$ cat src/rtl/clk_gate_ctrl_pkg.sv
// Shared types and helpers for the per-lane clock-gate enable sequencer.
package clk_gate_ctrl_pkg;

    typedef enum logic [1:0] {
        CG_ON   = 2'd0,
        CG_OFF  = 2'd1,
        CG_WAKE = 2'd2
    } clk_gate_state_e;

    // Counter width wide enough for both the idle and the wake reload values.
    function automatic int unsigned cnt_width(input int unsigned idle_cycles,
                                              input int unsigned wake_cycles);
        int unsigned max_cycles;
        max_cycles = (idle_cycles > wake_cycles) ? idle_cycles : wake_cycles;
        return $clog2(max_cycles + 1);
    endfunction

endpackage

$ cat src/rtl/clk_gate_ctrl_if.sv
// Sequencer <-> gate controller bundle: requests in, enables/grants/status out.
interface clk_gate_ctrl_if #(
    parameter int unsigned NrUnits = 4
) ();
    import clk_gate_ctrl_pkg::*;

    logic               testmode_i;
    logic               force_on_i;
    logic [NrUnits-1:0] busy_i;
    logic [NrUnits-1:0] wake_req_i;
    logic [NrUnits-1:0] wake_gnt_o;
    logic [NrUnits-1:0] en_o;
    logic               te_o;
    logic [NrUnits-1:0] gated_o;
    logic               err_o;

    modport master (
        output testmode_i, force_on_i, busy_i, wake_req_i,
        input  wake_gnt_o, en_o, te_o, gated_o, err_o
    );

    modport slave (
        input  testmode_i, force_on_i, busy_i, wake_req_i,
        output wake_gnt_o, en_o, te_o, gated_o, err_o
    );

endinterface

$ cat src/rtl/clk_gate_unit_fsm.sv
// One unit's ON/OFF/WAKE gating FSM with shared idle/settle counter.
module clk_gate_unit_fsm
    import clk_gate_ctrl_pkg::*;
#(
    parameter int unsigned IdleCycles = 16,
    parameter int unsigned WakeCycles = 2
) (
    input  logic clk_i,
    input  logic rst_i,
    input  logic testmode_i,
    input  logic force_on_i,
    input  logic busy_i,
    input  logic wake_req_i,
    output logic wake_gnt_o,
    output logic en_o,
    output logic gated_o,
    output logic err_c
);

    localparam int unsigned CntWidth = cnt_width(IdleCycles, WakeCycles);
    localparam logic [CntWidth-1:0] IdleLoad = CntWidth'(IdleCycles);
    localparam logic [CntWidth-1:0] WakeLoad = CntWidth'(WakeCycles);
    localparam logic [CntWidth-1:0] CntOne   = CntWidth'(1);
    localparam logic [CntWidth-1:0] CntZero  = CntWidth'(0);

    clk_gate_state_e     state_q, state_d;
    logic [CntWidth-1:0] cnt_q, cnt_d;
    logic                en_q, en_d;
    logic                keep_on;
    logic                wake_cause;

    assign keep_on    = busy_i | wake_req_i | force_on_i | testmode_i;
    assign wake_cause = wake_req_i | force_on_i | testmode_i;

    always_ff @(posedge clk_i) begin
        if (rst_i) begin
            state_q <= CG_ON;
            cnt_q   <= IdleLoad;
            en_q    <= 1'b1;
        end else begin
            state_q <= state_d;
            cnt_q   <= cnt_d;
            en_q    <= en_d;
        end
    end

    // Activity in ON always wins over the final idle count.
    always_comb begin
        state_d = state_q;
        cnt_d   = cnt_q;
        en_d    = en_q;
        unique case (state_q)
            CG_ON: begin
                en_d = 1'b1;
                if (keep_on) begin
                    cnt_d = IdleLoad;
                end else if (cnt_q == CntOne) begin
                    state_d = CG_OFF;
                    en_d    = 1'b0;
                end else begin
                    cnt_d = cnt_q - CntOne;
                end
            end
            CG_OFF: begin
                en_d = 1'b0;
                if (wake_cause) begin
                    state_d = CG_WAKE;
                    en_d    = 1'b1;
                    cnt_d   = WakeLoad;
                end
            end
            CG_WAKE: begin
                en_d = 1'b1;
                if (cnt_q == CntZero) begin
                    state_d = CG_ON;
                    cnt_d   = IdleLoad;
                end else begin
                    cnt_d = cnt_q - CntOne;
                end
            end
            default: begin
                state_d = CG_ON;
                cnt_d   = IdleLoad;
                en_d    = 1'b1;
            end
        endcase
    end

    // Scan forces the enable high on top of the flop; grant never looks at the counter.
    assign en_o       = en_q | testmode_i;
    assign wake_gnt_o = (state_q == CG_ON) & wake_req_i & ~rst_i;
    assign gated_o    = (state_q == CG_OFF);
    assign err_c      = (state_q == CG_OFF) & busy_i & ~rst_i;

endmodule

$ cat src/rtl/clk_gate_ctrl.sv
// Lane clock-gate enable sequencer: one independent FSM per functional unit.
module clk_gate_ctrl
    import clk_gate_ctrl_pkg::*;
#(
    parameter int unsigned NrUnits    = 4,
    parameter int unsigned IdleCycles = 16,
    parameter int unsigned WakeCycles = 2
) (
    input  logic           clk_i,
    input  logic           rst_i,
    clk_gate_ctrl_if.slave bus
);

    logic [NrUnits-1:0] unit_gnt;
    logic [NrUnits-1:0] unit_en;
    logic [NrUnits-1:0] unit_gated;
    logic [NrUnits-1:0] unit_err;
    logic               err_q;

    for (genvar g = 0; g < NrUnits; g++) begin : gen_unit
        clk_gate_unit_fsm #(
            .IdleCycles (IdleCycles),
            .WakeCycles (WakeCycles)
        ) u_unit (
            .clk_i      (clk_i),
            .rst_i      (rst_i),
            .testmode_i (bus.testmode_i),
            .force_on_i (bus.force_on_i),
            .busy_i     (bus.busy_i[g]),
            .wake_req_i (bus.wake_req_i[g]),
            .wake_gnt_o (unit_gnt[g]),
            .en_o       (unit_en[g]),
            .gated_o    (unit_gated[g]),
            .err_c      (unit_err[g])
        );
    end

    // Sticky error: only reset clears it.
    always_ff @(posedge clk_i) begin
        if (rst_i) begin
            err_q <= 1'b0;
        end else if (|unit_err) begin
            err_q <= 1'b1;
        end
    end

    assign bus.wake_gnt_o = unit_gnt;
    assign bus.en_o       = unit_en;
    assign bus.gated_o    = unit_gated;
    assign bus.err_o      = err_q;
    assign bus.te_o       = bus.testmode_i;

endmodule

$ cat src/flat_wrapper.sv
// flat-port wrapper written by rule: the top's interface ports become plain ports
module clk_gate_ctrl_flat import clk_gate_ctrl_pkg::*;
#(
    parameter int unsigned NrUnits    = 4,
    parameter int unsigned IdleCycles = 16,
    parameter int unsigned WakeCycles = 2
)
  (clk_i, rst_i, bus_testmode_i, bus_force_on_i, bus_busy_i, bus_wake_req_i, bus_wake_gnt_o, bus_en_o, bus_te_o, bus_gated_o, bus_err_o);
  clk_gate_ctrl_if #(.NrUnits(NrUnits)) bus_i ();
  input  logic clk_i;
  input  logic rst_i;
  input wire logic [$bits(bus_i.testmode_i)-1:0] bus_testmode_i;
  input wire logic [$bits(bus_i.force_on_i)-1:0] bus_force_on_i;
  input wire logic [$bits(bus_i.busy_i)-1:0] bus_busy_i;
  input wire logic [$bits(bus_i.wake_req_i)-1:0] bus_wake_req_i;
  output wire logic [$bits(bus_i.wake_gnt_o)-1:0] bus_wake_gnt_o;
  output wire logic [$bits(bus_i.en_o)-1:0] bus_en_o;
  output wire logic [$bits(bus_i.te_o)-1:0] bus_te_o;
  output wire logic [$bits(bus_i.gated_o)-1:0] bus_gated_o;
  output wire logic [$bits(bus_i.err_o)-1:0] bus_err_o;
  assign bus_i.testmode_i = bus_testmode_i;
  assign bus_i.force_on_i = bus_force_on_i;
  assign bus_i.busy_i = bus_busy_i;
  assign bus_i.wake_req_i = bus_wake_req_i;
  assign bus_wake_gnt_o = bus_i.wake_gnt_o;
  assign bus_en_o = bus_i.en_o;
  assign bus_te_o = bus_i.te_o;
  assign bus_gated_o = bus_i.gated_o;
  assign bus_err_o = bus_i.err_o;
  clk_gate_ctrl #(.NrUnits(NrUnits), .IdleCycles(IdleCycles), .WakeCycles(WakeCycles)) u_core (.clk_i(clk_i), .rst_i(rst_i), .bus(bus_i));
endmodule
$ cat config.mk
export PLATFORM = sky130hd
export DESIGN_NAME = clk_gate_ctrl_flat
export DESIGN_NICKNAME = d
export VERILOG_FILES = /design/src/rtl/clk_gate_ctrl_pkg.sv /design/src/rtl/clk_gate_ctrl_if.sv /design/src/rtl/clk_gate_unit_fsm.sv /design/src/rtl/clk_gate_ctrl.sv /design/src/flat_wrapper.sv
export SDC_FILE = /design/constraint.sdc
export NUM_CORES = 1
export LEC_CHECK = 0
export BUFFER_PORTS_ARGS = -buffer_cell sky130_fd_sc_hd__buf_2
export CAP_MARGIN = 20
export CORE_UTILIZATION = 30
export DETAILED_ROUTE_END_ITERATION = 10
export PLACE_DENSITY = 0.57
export SYNTH_ARGS = -nofsm -noshare
export SYNTH_HDL_FRONTEND = slang
export SYNTH_SLANG_ARGS = --single-unit
$ cat constraint.sdc
create_clock -name clk_i -period 5.06 [get_ports clk_i]
set_clock_uncertainty 0.05 [all_clocks]
set_input_delay 0.506 -clock clk_i [delete_from_list [all_inputs] [get_ports clk_i]]
set_output_delay 0.506 -clock clk_i [all_outputs]
set_load 0.02 [all_outputs]
==> results.sh, run 1 <==
export IMPL_status="finished clean"
export IMPL_vias=1840
export IMPL_viasPerCell=5.412
export IMPL_clk_pin_slew_ns=0.08
export IMPL_slew_headroom_pct=50.27
export IMPL_grt_overflow_total=0
export IMPL_rsz0062_at_grt="no"
export IMPL_ctsRootBufferMaster="clkbuf_8"
export IMPL_port_buffers=25
export IMPL_path_cells="buf_2 > inv_1 > and3_1 > buf_2"
export IMPL_hp_class="reg2reg"
export IMPL_cp_buffers_inverters=3
export IMPL_crit_top_cell="buf_2"
export IMPL_nets=282
export IMPL_final_cell_mix="dfxtp_1 (33), buf_2 (25), inv_1 (20)"
export IMPL_n_fill_cell=716
export IMPL_slew_viol_final=0
export IMPL_maxCapViolations=0
export IMPL_htreeDepth=2
export IMPL_grt_max_degree=25
export IMPL_syn_area_um2=2086
export IMPL_ctsResizeCount=0
export IMPL_path_max_fanout=24
export IMPL_wl_per_cell_um=13.85
export IMPL_cpPeakStageDelay_ns=0.37
export IMPL_grt_pass1_vias=1661
export IMPL_fin_crit_ns=2.208
export IMPL_max_freq_mhz=452.8
export IMPL_synth_area_mux_share_pct=1.440
export IMPL_synth_nets=272
export IMPL_power_density_nw_per_um2=231.4
export IMPL_fin_util_pct=33.35
export IMPL_ys_ff_latch=33
export IMPL_critical_path_top_delay_family="buffers and inverters"
export IMPL_setup_viol=0
export IMPL_seq_area_frac_synth_pct=31.67
export IMPL_setup_worst_path_end_class="output port"
export IMPL_area_delta_synth_final_pct=8.038
export IMPL_mostFrequentLayoutCell="dfxtp_1"
export IMPL_dr_first_iter_drc_count=77
export IMPL_start_util_pct=30.87
export IMPL_synthSimpleGateAreaFrac_pct=27.41
export IMPL_cts_hold_fix_buffers=0
export IMPL_drtAntennaViolNets=0
export IMPL_worst_pin_slew_ns=0.7356
export IMPL_finalWirelength_mm=4.710
export IMPL_antenna_found_initial=0
export IMPL_placed_area_um2=2167
export IMPL_ys_flop_type="dfxtp_1"
export IMPL_grt_pass1_wl_mm=8.038
export IMPL_peakVddDrop_uv=70.68
export IMPL_ioPinCount=26
export IMPL_clk_path_buf_depth=2
export IMPL_cts_tree="built"
export IMPL_synth_top_family_by_area="simple AND/OR/NAND/NOR gates"
export IMPL_syn_inst=250
export IMPL_fin_cells=340
export IMPL_numCtsBuffers=5
export IMPL_async_flop_share_pct=0
export IMPL_hold_viol_final=0
export IMPL_core_um2=6756
export IMPL_synth_xor_area_share_pct=1.260
export IMPL_design_area_um2=2253
export IMPL_place_gp_congestion=0.8344
export IMPL_rows=30
export IMPL_startpoint="rst_i"
export IMPL_synth_edf_count=0
export IMPL_synth_area_per_cell_um2=8.343
export IMPL_synth_compound_area_share_pct=21.72
export IMPL_die_h_um=85.38
export IMPL_worst_ep_arrival_time_ns=1.65
export IMPL_post_route_drc_count=0
export IMPL_dr_pass1_iters=4
export IMPL_antenna_cells=0
export IMPL_ys_types=57
export IMPL_ys_warnings_count=0
export IMPL_clk_latency_ns=0.29
export IMPL_post_cts_buffers=0
export IMPL_fin_setup_tns_ns=0
export IMPL_drive_gt1_share_pct=17.69
export IMPL_grt_usage_pct=13.87
export IMPL_min_period_over_period_pct=43.65
export IMPL_die_area_um2=7290
export IMPL_worst_setup_path_start_kind="input port"
export IMPL_r2r_start="u_core.gen_unit[0].u_unit.cnt_q[0]"
export IMPL_cp_data_required_time_ns=4.50
export IMPL_synthAdderAreaFrac_pct=5.999
export IMPL_clock_sinks=33
export IMPL_crit_type="in2out"
export IMPL_leakage_nw=0.8773
export IMPL_dp_hpwl_mm=3.525
export IMPL_worstHoldStart="u_core.gen_unit[3].u_unit.cnt_q[0]"
export IMPL_cp_slowest_cell="buf_2"
export IMPL_dp_cells=333
export IMPL_die_w_um=85.38
stage by stage:
step                hold slack, ns  total power, mW  setup WS [ns]
global placement            0.4270           0.3190          2.859
global route                0.4568           0.5430          2.748
floorplan                   0.4004           0.3062          3.126
detailed placement          0.4308           0.3193          2.826
CTS                         0.4413           0.5263          2.837
finish                      0.4415           0.5213          2.852
kinds of logic (layout without fill, tap and decap cells):
logic type / count (synthesis) / after routing
adder cells (fa/ha/maj): 10 / 10
flip-flops: 33 / 33
AND/OR/NAND/NOR: 95 / 95
multiplexers: 3 / 3
AO/OA/AOI/OAI: 64 / 64
buffers and inverters: 42 / 52
XOR/XNOR: 3 / 3
flip-flops by register name, summed over array words and instances, names as in the netlist:
signal                          cells
u_core.gen_unit.u_unit.cnt_q       20
u_core.gen_unit.u_unit.state_q      8
u_core.gen_unit.u_unit.en_q         4
u_core.bus.err_o                    1
area by class of cell:
class / instances / area (um2) / share of cell area (%)
flip-flops and latches: 33 / 660.6 / 29.32
inverters: 20 / 75.07 / 3.331
multi-input cells: 175 / 1206 / 53.53
clock buffers: 7 / 86.33 / 3.831
repair buffers: 25 / 125.1 / 5.552
well taps: 80 / 100.1 / 4.442
worst register-to-register path, delay by kind of cell, from the launching register on:
kind	cells	cell delay, ns
adders and majority gates	1	0.15
AOI/OAI and AO/OA	3	0.51
DFF	1	0.34
buffers and inverters	1	0.10
and+or+nand+nor	1	0.61
cells in the mapped netlist, types with 3 or more instances:
| master | count | area [um2] |
|---|---|---|
| o22ai_1 | 3 | 18.77 |
| ha_1 | 10 | 125.1 |
| or3_1 | 6 | 37.54 |
| nor3_1 | 9 | 45.04 |
| clkbuf_1 | 4 | 15.01 |
| dfxtp_1 | 33 | 660.6 |
| nor2_1 | 11 | 41.29 |
| mux2i_1 | 3 | 30.03 |
| buf_4 | 13 | 97.59 |
| a21oi_1 | 17 | 85.08 |
| nor3b_1 | 3 | 22.52 |
| nand2b_1 | 9 | 56.30 |
| o211ai_1 | 3 | 22.52 |
| or2_2 | 6 | 37.54 |
| nor2b_1 | 6 | 37.54 |
| o31ai_1 | 5 | 37.54 |
| nor4b_1 | 6 | 52.55 |
| nand2_1 | 8 | 30.03 |
| or4_1 | 5 | 37.54 |
| nand3_1 | 8 | 40.04 |
| o21ai_0 | 9 | 45.04 |
| nor4_1 | 5 | 31.28 |
| inv_1 | 20 | 75.07 |
power by group:
group          internal [mW]  switching [mW]  total (mW)
combinational         0.0188          0.0289      0.0477
clock                  0.108           0.100       0.209
sequential             0.262         0.00281       0.265
worst paths after layout:
path	to	slack, ns	cells past startpoint
min	u_core.gen_unit[3].u_unit.cnt_q[0]	0.44	1
max	bus_wake_gnt_o[3]	2.85	4
min reg2reg	u_core.gen_unit[3].u_unit.cnt_q[0]	0.44	1
max reg2reg	u_core.gen_unit[0].u_unit.cnt_q[3]	3.19	6
layer usage:
layer	vias up	share of wire, %	global-route usage [%]
li1	926	-	-
met1	859	49	18.44
met2	40	44	20.97
met3	15	4.0	3.307
met4	0	2.8	6.970
met5	-	0	0
(Power assumes the default switching activity.)
==> inputs of run 2 (changes only) <==
--- a/config.mk
+++ b/config.mk
@@ -9,7 +9,7 @@
 export CAP_MARGIN = 20
 export CORE_UTILIZATION = 30
 export DETAILED_ROUTE_END_ITERATION = 10
-export PLACE_DENSITY = 0.57
+export PLACE_DENSITY = 0.58
 export SYNTH_ARGS = -nofsm -noshare
 export SYNTH_HDL_FRONTEND = slang
 export SYNTH_SLANG_ARGS = --single-unit
==> constraint.sdc (replaced) <==
create_clock -name clk_i -period 1.8 [get_ports clk_i]
set_clock_uncertainty 0.05 [all_clocks]
set_input_delay 0.18 -clock clk_i [delete_from_list [all_inputs] [get_ports clk_i]]
set_output_delay 0.18 -clock clk_i [all_outputs]
set_load 0.02 [all_outputs]
==> results.sh, run 2 (synthesis gave the netlist of run 1 again) <==
export IMPL_port_buffers=25
export IMPL_post_route_drc_count=0
export IMPL_drive_gt1_share_pct=27.40
export IMPL_antenna_found_initial=0
export IMPL_hp_class="in2reg"
export IMPL_layout_setup_ws_ns=0.1504
export IMPL_slew_headroom_pct=63.60
export IMPL_mostFrequentLayoutCell="dfxtp_1"
export IMPL_final_cell_mix="dfxtp_1 (29), buf_2 (25), buf_4 (20)"
export IMPL_die_w_um=85.38
export IMPL_worst_pin_slew_ns=0.5435
export IMPL_n_fill_cell=721
export IMPL_grt_pass1_wl_mm=8.590
export IMPL_grt_max_degree=13
export IMPL_min_path_cells=3
export IMPL_met1_length_mm=2.413
export IMPL_cp_slowest_cell="or4_4"
export IMPL_cpPeakStageDelay_ns=0.57
export IMPL_maxCapViolations=0
export IMPL_dr_pass1_iters=4
export IMPL_fin_cells=361
export IMPL_fin_crit_ns=1.650
export IMPL_cts_tree="built"
export IMPL_dp_hpwl_mm=3.800
export IMPL_clk_latency_ns=0.29
export IMPL_dp_cells=353
export IMPL_crit_type="reg2reg"
export IMPL_grt_overflow_total=0
export IMPL_reg_largest_list="u_core.gen_unit.u_unit.cnt_q x20, u_core.gen_unit.u_unit.state_q x8, u_core.gen_unit.u_unit.en_q x4"
export IMPL_rsz0062_at_grt="no"
export IMPL_timing_rr_end="u_core.gen_unit[0].u_unit.cnt_q[4]"
export IMPL_min_period_over_period_pct=91.64
export IMPL_worstHoldStart="bus_busy_i[1]"
export IMPL_nets=302
export IMPL_power_density_nw_per_um2=705.8
export IMPL_peakVddDrop_uv=271.9
export IMPL_r2r_setup_slack_ns=0.15
export IMPL_cp_buffers_inverters=0
export IMPL_multi_input_area_um2=1235
export IMPL_status="finished clean"
export IMPL_wl_per_cell_um=14.06
export IMPL_post_cts_buffers=0
export IMPL_dr_wl_met3_um=103
export IMPL_finalWirelength_mm=5.076
export IMPL_dpl_worst_slack_ns=0.02358
export IMPL_die_h_um=85.38
export IMPL_path_max_fanout=5
export IMPL_start_util_pct=30.87
export IMPL_critical_path_top_delay_family="compound AO/OA/AOI/OAI gates"
export IMPL_max_freq_mhz=606.2
export IMPL_clk_pin_slew_ns=0.07
export IMPL_route_met2_wl_mm=2.472
export IMPL_largest_register="u_core.gen_unit.u_unit.cnt_q"
export IMPL_largest_register_ff_count=20
export IMPL_routed_top_layer="met4"
export IMPL_grt_usage_pct=14.71
export IMPL_rows=30
export IMPL_setup_viol=0
export IMPL_place_gp_congestion=0.8838
export IMPL_path_cells="or4_4 > o22ai_1 > a221oi_1 > a311o_1"
export IMPL_die_area_um2=7290
export IMPL_reg2reg_depth=4
export IMPL_hold_viol_final=0
export IMPL_worst_ep_arrival_time_ns=1.78
export IMPL_min_to="u_core.bus.err_o"
export IMPL_clock_sinks=33
export IMPL_worst_setup_path_start_kind="register"
export IMPL_slew_viol_final=0
export IMPL_dr_first_iter_drc_count=76
export IMPL_viasPerCell=5.222
export IMPL_area_delta_synth_final_pct=19.14
export IMPL_r2r_start="u_core.gen_unit[0].u_unit.state_q[1]"
export IMPL_drtAntennaViolNets=0
export IMPL_ioPinCount=26
export IMPL_numCtsBuffers=5
export IMPL_antenna_cells=0
export IMPL_htreeDepth=2
export IMPL_vias=1885
export IMPL_core_um2=6756
export IMPL_clk_path_buf_depth=2
export IMPL_ctsRootBufferMaster="clkbuf_8"
export IMPL_cp_data_required_time_ns=1.93
export IMPL_ff_latch_area_um2=665.6
export IMPL_grt_pass1_vias=1838
export IMPL_leakage_nw=1.020
export IMPL_fin_setup_tns_ns=0
export IMPL_setup_worst_path_end_class="register"
-- run 2: how the worst max path moves through the flow --
| stage | start | endpoint | slack, ns | depth (start not counted) |
|---|---|---|---|---|
| floorplan | u_core.gen_unit[0].u_unit.cnt_q[0] | u_core.gen_unit[0].u_unit.cnt_q[1] | 0.11 | 6 |
| global placement | u_core.gen_unit[0].u_unit.cnt_q[1] | u_core.gen_unit[0].u_unit.cnt_q[4] | 0.07 | 6 |
| detailed placement | u_core.gen_unit[0].u_unit.cnt_q[1] | u_core.gen_unit[0].u_unit.cnt_q[4] | 0.02 | 6 |
| CTS | u_core.gen_unit[1].u_unit.cnt_q[0] | u_core.gen_unit[1].u_unit.cnt_q[1] | 0.04 | 6 |
| global route | u_core.gen_unit[0].u_unit.cnt_q[0] | u_core.gen_unit[0].u_unit.cnt_q[4] | 0.01 | 6 |
| finish | u_core.gen_unit[0].u_unit.state_q[1] | u_core.gen_unit[0].u_unit.cnt_q[4] | 0.15 | 4 |
-- run 2: layout make-up --
cell class / count / area share [%]
multi-input combinational: 175 / 49.70
sequential: 33 / 26.79
timing repair buffer: 45 / 11.08
tap: 80 / 4.028
inverter: 20 / 3.021
clock buffer: 5 / 2.769
clock inverter: 3 / 2.618
-- run 2: report_power, final --
| group | leakage (nW) | switching (mW) | total (mW) | internal [mW] |
|---|---|---|---|---|
| Combinational | 0.683 | 0.0888 | 0.158 | 0.0693 |
| Sequential | 0.269 | 0.00829 | 0.746 | 0.737 |
| Clock | 0.0681 | 0.300 | 0.850 | 0.550 |
| Total | 1.02 | 0.397 | 1.75 | 1.36 |
-- run 2: tightest hold or removal path: stages --
cell,delay [ns]
buf_2,0.12
a21oi_1,0.06
a21oi_1,0.12
-- run 2: layer usage --
metal | vias up | global-route usage [%]
met5 | - | 0
met4 | 0 | 7.121
met3 | 7 | 2.335
met2 | 25 | 24.27
met1 | 887 | 18.73
li1 | 966 | -
-- run 2: what timing repair did --
action | in CTS | in global routing
pin swaps | 0 | 1
endpoints found under the setup margin | 1 | 11
resized for setup | 1 | 12
hold buffers | 0 | 0
-- run 2: metrics by stage --
step / instance area, um2 / hold slack (ns) / util, % / power (mW)
3_5_place_dp: 2317 / 0.4255 / 34.30 / 0.9173
3_3_place_gp: 2317 / 0.4227 / 34.30 / 0.9160
4_1_cts: 2457 / 0.1810 / 36.37 / 1.763
2_1_floorplan: 2086 / 0.3165 / - / 0.8607
6_report: 2485 / 0.1857 / 36.78 / 1.754
5_1_grt: 2485 / 0.2395 / 36.78 / 1.814
==> inputs of run 3 (changes only) <==
--- a/config.mk
+++ b/config.mk
@@ -7,9 +7,10 @@
 export LEC_CHECK = 0
 export BUFFER_PORTS_ARGS = -buffer_cell sky130_fd_sc_hd__buf_2
 export CAP_MARGIN = 20
-export CORE_UTILIZATION = 30
+export CORE_UTILIZATION = 35
 export DETAILED_ROUTE_END_ITERATION = 10
-export PLACE_DENSITY = 0.58
+export GPL_TIMING_DRIVEN = 1
+export PLACE_DENSITY = 0.65
 export SYNTH_ARGS = -nofsm -noshare
 export SYNTH_HDL_FRONTEND = slang
 export SYNTH_SLANG_ARGS = --single-unit
==> constraint.sdc (replaced) <==
create_clock -name clk_i -period 1.35 [get_ports clk_i]
set_clock_uncertainty 0.05 [all_clocks]
set_input_delay 0.135 -clock clk_i [delete_from_list [all_inputs] [get_ports clk_i]]
set_output_delay 0.135 -clock clk_i [all_outputs]
set_load 0.02 [all_outputs]
==> results.sh, run 3 (synthesis gave the netlist of run 1 again) <==
export IMPL_cpPeakStageDelay_ns=0.34
export IMPL_nets=372
export IMPL_htreeDepth=2
export IMPL_core_um2=5608
export IMPL_clk_path_buf_depth=2
export IMPL_fin_cells=422
export IMPL_die_area_um2=6272
export IMPL_clk_latency_ns=0.29
export IMPL_place_gp_congestion=0.8547
export IMPL_worstHoldStart="bus_busy_i[1]"
export IMPL_slew_viol_final=0
export IMPL_clk_pin_slew_ns=0.07
export IMPL_startpoint="u_core.gen_unit[0].u_unit.cnt_q[0]"
export IMPL_critPathCapture="u_core.gen_unit[0].u_unit.cnt_q[1]"
export IMPL_worst_pin_slew_ns=0.5087
export IMPL_r2r_setup_slack_ns=-0.22
export IMPL_grt_usage_pct=21.95
export IMPL_vias=2287
export IMPL_fin_crit_ns=1.569
export IMPL_crit_type="reg2reg"
export IMPL_max_freq_mhz=637.4
export IMPL_antenna_cells=0
export IMPL_hold_viol_final=0
export IMPL_largest_register="u_core.gen_unit.u_unit.cnt_q"
export IMPL_grt_pass1_wl_mm=10.85
export IMPL_drtAntennaViolNets=0
export IMPL_reg_largest_list="u_core.gen_unit.u_unit.cnt_q x20, u_core.gen_unit.u_unit.state_q x8, u_core.gen_unit.u_unit.en_q x4"
export IMPL_grt_overflow_total=0
export IMPL_maxCapViolations=0
export IMPL_viasPerCell=5.419
export IMPL_worst_ep_arrival_time_ns=1.71
export IMPL_post_route_drc_count=0
export IMPL_power_mw=2.113
export IMPL_status="finished, violations left"
export IMPL_setup_worst_path_end_class="register"
export IMPL_dp_hpwl_mm=4.154
export IMPL_routed_top_layer="met4"
export IMPL_reg2reg_depth=6
export IMPL_slew_headroom_pct=65.78
export IMPL_cts_hold_fix_buffers=0
export IMPL_n_fill_cell=446
export IMPL_area_delta_synth_final_pct=78.40
export IMPL_cp_slowest_cell="dfxtp_2"
export IMPL_timing_rr_end="u_core.gen_unit[0].u_unit.cnt_q[1]"
export IMPL_die_w_um=79.20
export IMPL_r2r_start="u_core.gen_unit[0].u_unit.cnt_q[0]"
export IMPL_ff_latch_area_um2=703.2
export IMPL_wl_per_cell_um=16.87
export IMPL_met1_length_mm=2.895
export IMPL_ctsRootBufferMaster="clkbuf_8"
export IMPL_numCtsBuffers=5
export IMPL_largest_register_ff_count=20
export IMPL_dr_pass1_iters=4
export IMPL_dr_wl_met3_um=259
export IMPL_path_max_fanout=3
export IMPL_setup_viol=24
export IMPL_power_density_nw_per_um2=567.8
export IMPL_antenna_found_initial=0
export IMPL_cp_data_required_time_ns=1.50
export IMPL_violations="negative setup slack"
export IMPL_path_cells="inv_2 > ha_4 > nor4b_4 > or2_4 > or3_1 > a311oi_1"
export IMPL_min_period_over_period_pct=116.2
export IMPL_hp_class="in2reg"
export IMPL_die_h_um=79.20
export IMPL_peakVddDrop_uv=539.3
export IMPL_dr_first_iter_drc_count=69
export IMPL_fin_util_pct=66.35
export IMPL_cts_tree="built"
export IMPL_drive_gt1_share_pct=66.86
export IMPL_leakage_nw=1.534
export IMPL_dp_cells=390
export IMPL_rows=27
export IMPL_finalWirelength_mm=7.121
export IMPL_start_util_pct=37.19
export IMPL_rsz0062_at_grt="yes"
export IMPL_final_cell_mix="buf_4 (68), buf_6 (28), buf_2 (18)"
export IMPL_multi_input_area_um2=1815
export IMPL_route_met2_wl_mm=3.814
export IMPL_worst_setup_path_start_kind="register"
export IMPL_grt_max_degree=11
export IMPL_grt_pass1_vias=2373
export IMPL_ioPinCount=26
export IMPL_layout_setup_ws_ns=-0.2190
export IMPL_mostFrequentLayoutCell="buf_4"
export IMPL_port_buffers=25
export IMPL_clock_sinks=33
[run 3: cell count changes in the layout (fill, tap and decap cells not counted), sizes merged]
cell / before / now
clkbuf: 5 / 7
buf: 45 / 115
clkinv: 1 / 0
bufinv: 2 / 0
[run 3: power breakdown]
part	total, mW	leakage [nW]	switching, mW	internal (mW)
sequential	0.985	0.279	0.0130	0.972
clock	0.770	0.0443	0.366	0.405
combinational	0.358	1.21	0.180	0.177
total	2.11	1.53	0.559	1.55
[run 3: cell type report]
| cell class | instances | area share [%] |
|---|---|---|
| Tap cell | 72 | 2.421 |
| Clock buffer | 7 | 2.320 |
| Sequential cell | 33 | 18.90 |
| Inverter | 20 | 2.421 |
| Multi-Input combinational cell | 175 | 48.79 |
| Timing Repair Buffer | 115 | 25.15 |
[run 3: worst max-delay path: cells and delay by family, from the launching register on]
family | cells | cell delay (ns)
AO/OA/AOI/OAI | 1 | 0.22
adder cells (fa/ha/maj) | 1 | 0.15
buffers and inverters | 1 | 0.06
flip-flops | 1 | 0.34
AND/OR/NAND/NOR | 3 | 0.66
[run 3: worst min path at each step]
| stage | to | slack [ns] | depth (start not counted) |
|---|---|---|---|
| floorplan | u_core.gen_unit[0].u_unit.en_q | 0.24 | 2 |
| global placement | u_core.gen_unit[2].u_unit.cnt_q[0] | 0.43 | 2 |
| detailed placement | u_core.gen_unit[2].u_unit.cnt_q[0] | 0.44 | 2 |
| CTS | u_core.bus.err_o | 0.17 | 3 |
| global route | u_core.gen_unit[3].u_unit.state_q[1] | 0.21 | 3 |
| finish | u_core.bus.err_o | 0.15 | 3 |
[run 3: what timing repair did]
action                                 in CTS  in global routing
setup endpoints to repair                  32                 35
endpoints found under the hold margin       0                  0
resized for setup                         122                 41
pin swaps                                  32                 25
setup buffers                               9                 17
[run 3: routing by layer]
metal	vias up	track usage, %
li1	1112	-
met4	0	8.909
met1	1100	24.57
met2	59	39.83
met3	16	4.828
met5	-	0
[run 3: through the flow]
stage	setup WS [ns]	cell area, um2	hold slack [ns]	TNS [ns]
3_5_place_dp	-0.2388	2744	0.4377	-4.173
5_1_grt	-0.2593	3721	0.2090	-3.582
2_1_floorplan	-0.2025	2203	0.2448	-2.060
4_1_cts	-0.2152	3403	0.1664	-1.879
3_3_place_gp	-0.2174	2744	0.4325	-3.728
6_report	-0.2190	3721	0.1539	-2.142
